===== config.mk =====
export PLATFORM = sky130hd
export DESIGN_NAME = fet_mux_scan
export DESIGN_NICKNAME = d
export VERILOG_FILES = /design/src/rtl/fet_mux_pkg.sv /design/src/rtl/fet_mux_n.sv /design/src/rtl/fet_mux_scan.sv
export SDC_FILE = /design/constraint.sdc
export NUM_CORES = 1
export LEC_CHECK = 0
export ABC_AREA = 1
export CORE_MARGIN = 1.5
export CORE_UTILIZATION = 47
export DETAILED_ROUTE_END_ITERATION = 16
export MAX_ROUTING_LAYER = met4
export PLACE_DENSITY_LB_ADDON = 0.2
export SYNTH_ARGS = -nofsm -noshare
export SYNTH_HDL_FRONTEND = slang
export SYNTH_SLANG_ARGS = --single-unit
export TNS_END_PERCENT = 1

===== constraint.sdc =====
create_clock -name C -period 1.4 [get_ports C]
set_input_delay 0.14 -clock C [delete_from_list [all_inputs] [get_ports C]]
set_output_delay 0.14 -clock C [all_outputs]
set_load 0.01 [all_outputs]

===== src/rtl/fet_mux_pkg.sv =====
// Shared definitions for the scanning channel multiplexer: state encoding,
// mode constants and the select-width helper.
package fet_mux_pkg;

    typedef enum logic [1:0] {
        IDLE   = 2'b00,
        MANUAL = 2'b01,
        SCAN   = 2'b10
    } state_t;

    localparam logic MODE_MANUAL = 1'b0;
    localparam logic MODE_SCAN   = 1'b1;

    function automatic int sel_w(input int n);
        return (n < 2) ? 1 : $clog2(n);
    endfunction

endpackage


===== src/rtl/fet_mux_n.sv =====
// Combinational CHANNELS-to-1 selector built as a binary tree of 2:1 muxes,
// one mux per tree node, so each node maps onto a single FET mux cell.
module fet_mux_n
    import fet_mux_pkg::*;
#(
    parameter int WIDTH    = 1,
    parameter int CHANNELS = 4,
    localparam int SW      = sel_w(CHANNELS)
) (
    input  logic [WIDTH*CHANNELS-1:0] data,
    input  logic [SW-1:0]             sel,
    output logic [WIDTH-1:0]          y
);

    localparam int LEAVES = 1 << SW;

    // Heap layout: node 0 is the root, leaves sit at LEAVES-1 .. 2*LEAVES-2.
    logic [WIDTH-1:0] node [2*LEAVES-1];

    genvar i;
    generate
        for (i = 0; i < LEAVES; i++) begin : g_leaf
            if (i < CHANNELS) begin : g_used
                assign node[LEAVES-1+i] = data[i*WIDTH +: WIDTH];
            end else begin : g_pad
                assign node[LEAVES-1+i] = '0;
            end
        end
        for (i = 0; i < LEAVES-1; i++) begin : g_mux
            localparam int LVL = $clog2(i + 2) - 1;
            assign node[i] = sel[SW-1-LVL] ? node[2*i+2] : node[2*i+1];
        end
    endgenerate

    assign y = node[0];

endmodule


===== src/rtl/fet_mux_scan.sv =====
// Registered channel multiplexer with manual select and an automatic
// round-robin scan mode that dwells DWELL enabled cycles per channel.
module fet_mux_scan
    import fet_mux_pkg::*;
#(
    parameter int WIDTH    = 1,
    parameter int CHANNELS = 4,
    parameter int DWELL    = 1,
    parameter int INVERT   = 0,
    localparam int SW      = sel_w(CHANNELS)
) (
    input  logic                      C,
    input  logic                      R,
    input  logic [WIDTH*CHANNELS-1:0] A,
    input  logic [SW-1:0]             S,
    input  logic                      M,
    input  logic                      E,
    output logic [WIDTH-1:0]          Y,
    output logic                      V,
    output logic [SW-1:0]             K
);

    localparam logic [7:0]       DWELL_LAST = 8'(DWELL - 1);
    localparam logic [SW:0]      CH_COUNT   = (SW+1)'(CHANNELS);
    localparam logic [SW-1:0]    K_LAST     = SW'(CHANNELS - 1);
    localparam logic [WIDTH-1:0] FLIP       = (INVERT != 0) ? {WIDTH{1'b1}} : {WIDTH{1'b0}};

    state_t           state;
    logic [7:0]       dwell;
    logic [7:0]       dwell_now;
    logic [WIDTH-1:0] sel_data;

    fet_mux_n #(
        .WIDTH    (WIDTH),
        .CHANNELS (CHANNELS)
    ) u_mux (
        .data (A),
        .sel  (K),
        .y    (sel_data)
    );

    // Entering scan from any other state starts a fresh dwell on the current K.
    assign dwell_now = (state == SCAN) ? dwell : 8'd0;

    always_ff @(posedge C or negedge R) begin
        if (!R) begin
            state <= IDLE;
            Y     <= '0;
            V     <= 1'b0;
            K     <= '0;
            dwell <= '0;
        end else if (E) begin
            Y <= sel_data ^ FLIP;
            V <= 1'b1;
            if (M == MODE_MANUAL) begin
                state <= MANUAL;
                dwell <= '0;
                if ({1'b0, S} < CH_COUNT) begin
                    K <= S;
                end
            end else begin
                state <= SCAN;
                if (dwell_now == DWELL_LAST) begin
                    K     <= (K == K_LAST) ? '0 : K + SW'(1);
                    dwell <= '0;
                end else begin
                    dwell <= dwell_now + 8'd1;
                end
            end
        end
    end

endmodule


==> results.toml, run 1 <==
[outcome]
outcome = "finished with violations"
violations = "negative setup slack"

[critical_path]
cp-endpoint = "dwell[4]$_DFFE_PN0P_"
critPathKind = "reg -> reg"
r2r_slack_ps = -10
worstSetupEndpointType = "flop"
worstSetupStartpointType = "flop"
rr_worst_depth = 10
r2r_start = "state[1]$_DFFE_PN0P_"
arrival_ps = 1570
crit_required_ps = 1560
worstSetupStartpoint = "state[1]$_DFFE_PN0P_"
reg2reg_to = "dwell[4]$_DFFE_PN0P_"
path_max_fanout = 3

[synth]
synth_flop_cell = "dfrtp_1"
synth-seq-area-share_pct = 37.9
synth_nets = 131
syn_inst = 118
synthDistinctLibCells = 28
syn_area_per_cell_um2 = 7.83
yosys_warnings = 0
yosysTopAreaCell = "dfrtp_1"
ys_top_cells_by_count = "nand2_1 (28), dfrtp_1 (14), inv_1 (11)"
synth_seq_cells = 14
synth-edff-count = 0
syn_area_um2 = 923
synth.area.top_cells = "dfrtp_1 (38%), nand2_1 (11%), nand4_1 (6.1%)"
synth_most_common_cell = "nand2_1"
synthArstFlopShare_pct = 100
post-synth-top-area-fraction_pct = 37.9

[cells_and_area]
area_delta_synth_final_pct = 33.6
drive_gt1_share_pct = 29.9
final_util_pct = 69.2
final_nets = 158
stdcell_count = 169
n_fill_cell = 150
antennaDiodeCount = 0
stdcell_area_um2 = 1230

[floorplan]
num_rows = 15
fp.dieArea_um2 = 2240
die_x_um = 47.3
die_h_um = 47.3
io_pins = 14
initial_utilization_pct = 51.8
coreArea_um2 = 1780

[power]
power_density_nw_per_um2 = 773
ir_drop_mv = 0.600
design_power_total_uw = 953
p_leak_nw = 0.620

[sta]
slew_violations = 0
fin_ws_ps = -11.1
period_needed_ps = 1410
max_freq_mhz = 709
fin_skew_ps = 5.35
rsz0062_at_grt = "yes"
period_share_pct = 101
relSlewSlack_pct = 83.1
setup_viol = 1
hold_violations = 0
fin_tns_setup_ps = -11.1
holdWs_ps = 166
worst_slew_pin_slew_ps = 252

[detailed_routing]
drt_iter0_drc = 16
viasPerCell = 5.10
firstDrtPassIters = 4
drcViolationCount = 0
detail-route-antenna-nets = 0
wl_mm = 1.85
vias = 862
wl_per_cell_um = 10.9

[grt]
grt_pass1_wl_mm = 3.19
grt.total_usage_pct = 20.5
grt_antenna_before_repair = 0
grt_max_degree = 15
grt.overflow.total = 0
grt_pass1_vias = 827

[run]
cap_violations = 0

[placement]
dp.cells = 163
dp_slack_ps = -112
gp_congestion = 0.868
port_buffers = 13
dpl.hpwl_mm = 1.41
placed_cell_area_um2 = 1150

[clocking]
h-tree-depth = 1
cts-buffers-inserted = 3
cts_num_sinks = 14
insertion_delay_ps = 280
cts_root_buf = "clkbuf_4"
tritoncts = "yes"
cts.path.max_buffers = 2
path_clk_slew_ps = 90

[hold_path]
min-delay-path-class = "in -> async"
-- power by group --
group / switching, mW / total, mW / internal (mW)
clock: 0.131 / 0.289 / 0.158
combinational: 0.102 / 0.214 / 0.112
sequential: 0.0226 / 0.450 / 0.428
-- area by class of cell --
| class | instances | area, µm² | share of cell area (%) |
|---|---|---|---|
| timing repair buffer | 26 | 234 | 19.0 |
| inverter | 15 | 61.3 | 4.97 |
| clock buffer | 4 | 36.3 | 2.94 |
| tap | 25 | 31.3 | 2.54 |
| sequential | 14 | 354 | 28.7 |
| multi-input combinational | 85 | 517 | 41.9 |
-- registers in the layout, indices dropped and copies added, names as in the netlist --
signal and count:
state 2, dwell 8, Y 1, K 2
V 1
-- logic make-up after synthesis --
kind of cell	Yosys count	share of synthesized area, %
AO/OA/AOI/OAI	11	6.91
XOR/XNOR	2	1.90
adder cells (fa/ha/maj)	3	4.07
buffers and inverters	19	9.08
flip-flops	14	37.9
AND/OR/NAND/NOR	69	40.1
-- worst max-delay path, cell delays in order, from the launching register on --
cell and delay (ps):
dfrtp_2 410, inv_4 50, nor2_4 110, nand2_2 70
inv_2 60, ha_4 120, nand4_1 110, nor2_2 150
nand2_1 70, nand3_1 80, o21ai_1 60
-- repair_timing --
action                                  4_1_cts  5_1_grt
hold buffers                                  0        0
cloned                                        0        0
buffers inserted                              2        0
resized for setup                            12        2
pin swaps                                     3        2
endpoints found under the setup margin        7        8
-- placed cells by master, fill, tap and decap left out, drive strengths merged --
| cell | instances |
|---|---|
| or2 | 1 |
| o21bai | 1 |
| clkbuf | 4 |
| dlygate4sd2 | 1 |
| clkinv | 1 |
| nand3 | 13 |
| dfrtp | 14 |
| o21a | 1 |
| buf | 13 |
| xnor2 | 1 |
| inv | 14 |
| ha | 3 |
| a31oi | 1 |
| nand2 | 35 |
| clkdlybuf4s50 | 12 |
| a21oi | 1 |
| o31ai | 1 |
| xor2 | 1 |
| nand4 | 9 |
| o21ai | 6 |
| nor2 | 11 |
-- how the worst min path moves through the flow --
stage             startpoint              endpoint  cells past startpoint
4_1_cts                    R  dwell[6]$_DFFE_PN0P_                      2
3_5_place_dp   V$_DFFE_PN0P_         V$_DFFE_PN0P_                      1
2_1_floorplan              R      K[0]$_DFFE_PN0P_                      0
6_report                   R  dwell[6]$_DFFE_PN0P_                      2
3_3_place_gp   V$_DFFE_PN0P_         V$_DFFE_PN0P_                      1
5_1_grt                    R  dwell[6]$_DFFE_PN0P_                      2
-- per-layer routing --
layer / vias up / part of all wire, % / global-route usage, %
met3: 2 / 3.3 / 2.31
met4: 0 / 1.1 / 9.44
met1: 403 / 45 / 24.7
li1: 438 / - / -
met2: 19 / 50 / 33.8
met5: - / 0 / -
No activity file was read; power rests on OpenSTA's default activity.
==> run 2, diff against run 1 <==
--- a/config.mk
+++ b/config.mk
@@ -7,7 +7,7 @@
 export LEC_CHECK = 0
 export ABC_AREA = 1
 export CORE_MARGIN = 1.5
-export CORE_UTILIZATION = 47
+export CORE_UTILIZATION = 52
 export DETAILED_ROUTE_END_ITERATION = 16
 export MAX_ROUTING_LAYER = met4
 export PLACE_DENSITY_LB_ADDON = 0.2
==> constraint.sdc (replaced) <==
create_clock -name C -period 1.36 [get_ports C]
set_input_delay 0.136 -clock C [delete_from_list [all_inputs] [get_ports C]]
set_output_delay 0.136 -clock C [all_outputs]
set_load 0.05 [all_outputs]
==> run 2 against run 1 <==
The run still ends with negative setup slack left. Worst setup slack worse by 65 ps. Critical path type unchanged. Clock skew fell by 3.8 ps. Non-clock buffer count up 3.
==> results.toml, run 2 (synthesized netlist as in run 1, its figures left out) <==
[outcome]
outcome = "finished with violations"
violations = "negative setup slack"

[clocking]
cts_hold_buffers = 0
cts_num_sinks = 14
h-tree-depth = 1
path_clk_slew_ps = 80
cts_root_buf = "clkbuf_4"
tritoncts = "yes"
cts.path.max_buffers = 2
insertion_delay_ps = 270
cts-buffers-inserted = 3

[hold_path]
min-delay-path-class = "in -> async"

[sta]
fin_tns_setup_ps = -252
slew_violations = 0
fin_ws_ps = -76.0
relSlewSlack_pct = 83.0
hold_violations = 0
period_share_pct = 106
fin_skew_ps = 1.59
rsz0062_at_grt = "yes"
holdWs_ps = 170
setup_viol = 6
max_freq_mhz = 696
worst_slew_pin_slew_ps = 253
period_needed_ps = 1440

[power]
p_leak_nw = 0.645
power_density_nw_per_um2 = 801
design_power_total_mw = 1.02
ir_drop_mv = 0.642

[detailed_routing]
wl_mm = 2.04
routed.top_layer = "met4"
firstDrtPassIters = 4
drt_iter0_drc = 10
wl_met3_um = 99
viasPerCell = 5.44
wl_per_cell_um = 12.5
vias = 887
wl_met2_mm = 1.02
detail-route-antenna-nets = 0
drcViolationCount = 0
met1_length_um = 896

[floorplan]
die_x_um = 45.1
num_rows = 15
die_h_um = 45.1
coreArea_um2 = 1690
initial_utilization_pct = 54.7
fp.dieArea_um2 = 2040
io_pins = 14

[critical_path]
worstSetupEndpointType = "flop"
cp_slowest_cell = "dfrtp_2"
worstSetupStartpointType = "flop"
path_cells = "nor2_4 -> nand2_2 -> inv_2 -> ha_4 -> nand4_1 -> nor2_2 -> nand3_1 -> nand4_1 -> nand2_1"
crit_required_ps = 1530
path_max_fanout = 3
critPathKind = "reg -> reg"
cp_common_cell = "nand4_1"
crit_path_max_incr_delay_ps = 450
arrival_ps = 1600

[cells_and_area]
final_cell_mix = "nand2_1 (27), buf_4 (16), dfrtp_1 (12)"
antennaDiodeCount = 0
area_delta_synth_final_pct = 37.3
n_fill_cell = 134
final_nets = 161
reg.largest.list = "dwell: 8 flops, K: 2 flops, state: 2 flops"
largest_register_ffs = 8
drive_gt1_share_pct = 32.9
regMostFlops = "dwell"
final_util_pct = 75.0
final_common_cell = "nand2_1"

[grt]
grt_max_degree = 16
grt_pass1_wl_mm = 3.37
grt_antenna_before_repair = 0
grt.overflow.total = 0
grt_pass1_vias = 829
grt.total_usage_pct = 23.1

[placement]
port_buffers = 13
dp_slack_ps = -168
dpl.hpwl_mm = 1.63
gp_congestion = 0.828

[run]
cap_violations = 0
-- run 2: what timing repair did --
| item | CTS | global route |
|---|---|---|
| setup endpoints to repair | 7 | 9 |
| resized for setup | 7 | 3 |
| pin swaps | 5 | 6 |
| setup buffers | 0 | 2 |
-- run 2: path summary, 6_finish.rpt --
path                       slack, ps  depth (start not counted)                    to            startpoint
max                              -80                          9  dwell[6]$_DFFE_PN0P_  state[0]$_DFFE_PN0P_
min                              170                          2  dwell[1]$_DFFE_PN0P_                     R
max reg2reg                      -80                          9  dwell[6]$_DFFE_PN0P_  state[0]$_DFFE_PN0P_
min reg2reg                      530                          2  dwell[7]$_DFFE_PN0P_  dwell[7]$_DFFE_PN0P_
max in group asynchronous       1000                          2  state[0]$_DFFE_PN0P_                     R
min in group C                   500                          2         V$_DFFE_PN0P_                     E
-- run 2: through the flow --
| step | instance area [µm²] | std cells |
|---|---|---|
| final | 1270 | 163 |
| after global routing | 1270 | 163 |
| after CTS | 1250 | 161 |
| after detailed placement | 1200 | 158 |
| after global placement | 1200 | 158 |
| after floorplan | 933 | 118 |
-- run 2: routing by layer --
layer,vias up,GRT usage (%)
met5,-,-
met4,0,9.41
met3,4,3.20
met2,28,38.6
met1,414,27.9
li1,441,-
-- run 2: layout make-up --
cell class,instances,area (µm²),share of cell area [%]
multi-input cells,85,517,40.8
flip-flops and latches,14,353,27.8
repair buffers,29,290,22.9
inverters,15,63.8,5.03
clock buffers,3,22.5,1.78
well taps,17,21.3,1.68
-- run 2: where the power goes --
group | switching (mW) | internal (mW)
logic | 0.164 | 0.150
registers | 0.0309 | 0.439
clock network | 0.129 | 0.102
total | 0.324 | 0.692
-- run 2: worst max-delay path, delay by kind of cell (launching register included) --
kind | cells | cell delay [ps]
adder cells (fa/ha/maj) | 1 | 120
buffers and inverters | 1 | 70
flip-flops | 1 | 450
AND/OR/NAND/NOR | 7 | 700
==> run 3, diff against run 2 <==
--- a/config.mk
+++ b/config.mk
@@ -9,6 +9,7 @@
 export CORE_MARGIN = 1.5
 export CORE_UTILIZATION = 52
 export DETAILED_ROUTE_END_ITERATION = 16
+export GPL_TIMING_DRIVEN = 0
 export MAX_ROUTING_LAYER = met4
 export PLACE_DENSITY_LB_ADDON = 0.2
 export SYNTH_ARGS = -nofsm -noshare
==> run 3 against run 2 <==
Clock power grew 3%. Sequential power shrank 1%. Sequential share of layout area grew 1.3 points. Combinational power shrank 15%. Clock-buffer cell count is the same. The flow still finishes with violations (negative setup slack).
==> results.toml, run 3 (synthesized netlist as in run 1, its figures left out) <==
[outcome]
outcome = "finished with violations"
violations = "negative setup slack"

[critical_path]
path_max_fanout = 4
critPathKind = "reg -> reg"
worstSetupStartpointType = "flop"
crit_family = "simple AND/OR/NAND/NOR gates"
crit_path_max_incr_delay_ps = 340
crit_required_ps = 1580
arrival_ps = 1790
worstSetupEndpointType = "flop"
cp_common_cell = "nand2_1"
critPathBufInv = 3
cp_slowest_cell = "dfrtp_1"
path_cells = "buf_6 -> inv_4 -> nor2_4 -> nand2_2 -> inv_2 -> ha_4 -> nand4_1 -> nor2_2 -> nand2_1 -> nand2_1 -> nand4_1 -> nand2_1"

[cells_and_area]
largest_register_ffs = 8
n_fill_cell = 141
reg.largest.list = "dwell: 8 flops, K: 2 flops, state: 2 flops"
final_common_cell = "nand2_1"
antennaDiodeCount = 0
register_area_um2 = 352
multi_input_area_um2 = 537
final_nets = 155
final_cell_mix = "nand2_1 (27), dfrtp_1 (13), nand3_1 (10)"
area_delta_synth_final_pct = 30.8
regMostFlops = "dwell"
drive_gt1_share_pct = 29.3

[clocking]
path_clk_slew_ps = 90
tritoncts = "yes"
cts.path.max_buffers = 2
cts_hold_buffers = 0
cts-buffers-inserted = 3
insertion_delay_ps = 280
h-tree-depth = 1
cts_root_buf = "clkbuf_4"
cts_num_sinks = 14

[placement]
dp_slack_ps = -271
gp_congestion = 0.861
port_buffers = 12
dpl.hpwl_mm = 1.41

[power]
power_density_nw_per_um2 = 805
ir_drop_mv = 0.611
p_leak_nw = 0.601

[hold_path]
min-delay-path-class = "in -> reg"

[floorplan]
fp.dieArea_um2 = 2040
die_x_um = 45.1
io_pins = 14
coreArea_um2 = 1690
num_rows = 15
initial_utilization_pct = 54.7
die_h_um = 45.1

[sta]
fin_ws_ps = -207
max_freq_mhz = 638
period_share_pct = 115
fin_skew_ps = 6.77
rsz0062_at_grt = "yes"
hold_violations = 0
fin_tns_setup_ps = -791
setup_viol = 7
relSlewSlack_pct = 55.5
slew_violations = 0
worst_slew_pin_slew_ps = 665
period_needed_ps = 1570

[detailed_routing]
vias = 871
firstDrtPassIters = 4
viasPerCell = 5.55
wl_mm = 2.04
drt_iter0_drc = 8
drcViolationCount = 0
wl_per_cell_um = 13.0
detail-route-antenna-nets = 0

[grt]
grt.overflow.total = 0
grt_max_degree = 15
grt_pass1_wl_mm = 3.39
grt.total_usage_pct = 23.7
grt_pass1_vias = 819
grt_antenna_before_repair = 0

[run]
cap_violations = 0
## run 3: changes by cell type in the layout (fill, tap and decap cells not counted), moves of 2 or more
cell	previous run	this run
buf_4	16	5
buf_12	4	1
buf_2	0	2
buf_6	0	2
clkdlybuf4s15_2	0	2
dlygate4sd2_1	0	2
o21ai_0	5	3
o21ai_1	1	3
## run 3: final cells by class
type	count	share of cell area [%]
inverter	15	5.08
multi-input combinational	85	44.5
buffer	4	2.07
clock buffer	3	1.87
timing repair buffer	19	15.6
sequential	14	29.1
tap	17	1.76
## run 3: tightest hold or removal path: cells and delay by family
kind / cells / cell delay (ps)
and+or+nand+nor: 2 / 140
buffers and inverters: 1 / 160
## run 3: repair_timing
action | 4_1_cts | 5_1_grt
hold endpoints to repair | 0 | 0
pin swaps | 2 | 7
setup buffers | 2 | 5
gates resized for setup | 14 | 9
endpoints found under the setup margin | 11 | 8
## run 3: power breakdown
part / leakage (nW) / switching [mW] / internal, mW
combinational: 0.409 / 0.160 / 0.107
clock: 0.0138 / 0.137 / 0.103
sequential: 0.179 / 0.0263 / 0.439
total: 0.601 / 0.323 / 0.649
## run 3: worst paths after layout
kind	start	end	slack, ps	cells past startpoint
max	state[1]$_DFFE_PN0P_	dwell[6]$_DFFE_PN0P_	-210	12
max reg2reg	state[1]$_DFFE_PN0P_	dwell[6]$_DFFE_PN0P_	-210	12
min in group asynchronous	R	dwell[7]$_DFFE_PN0P_	250	1
max in group asynchronous	R	state[0]$_DFFE_PN0P_	640	1
min reg2reg	V$_DFFE_PN0P_	V$_DFFE_PN0P_	470	1
min	E	dwell[1]$_DFFE_PN0P_	190	3
## run 3: metal layers
layer | global-route usage [%] | part of all wire (%) | vias to the layer above
met1 | 28.7 | 43 | 413
li1 | - | - | 432
met2 | 38.9 | 51 | 24
met3 | 4.80 | 4.8 | 2
met5 | - | 0 | -
met4 | 8.82 | 0.83 | 0
## run 3: stage by stage
stage	area, µm²	hold slack [ps]	total power, mW	utilization (%)	cells
after floorplan	933	-160	0.624	-	118
after global placement	1070	451	0.713	63.6	147
after detailed placement	1070	457	0.718	63.6	147
after CTS	1130	186	0.956	67.0	152
after global routing	1210	192	1.02	71.5	157
final	1210	190	0.972	71.5	157
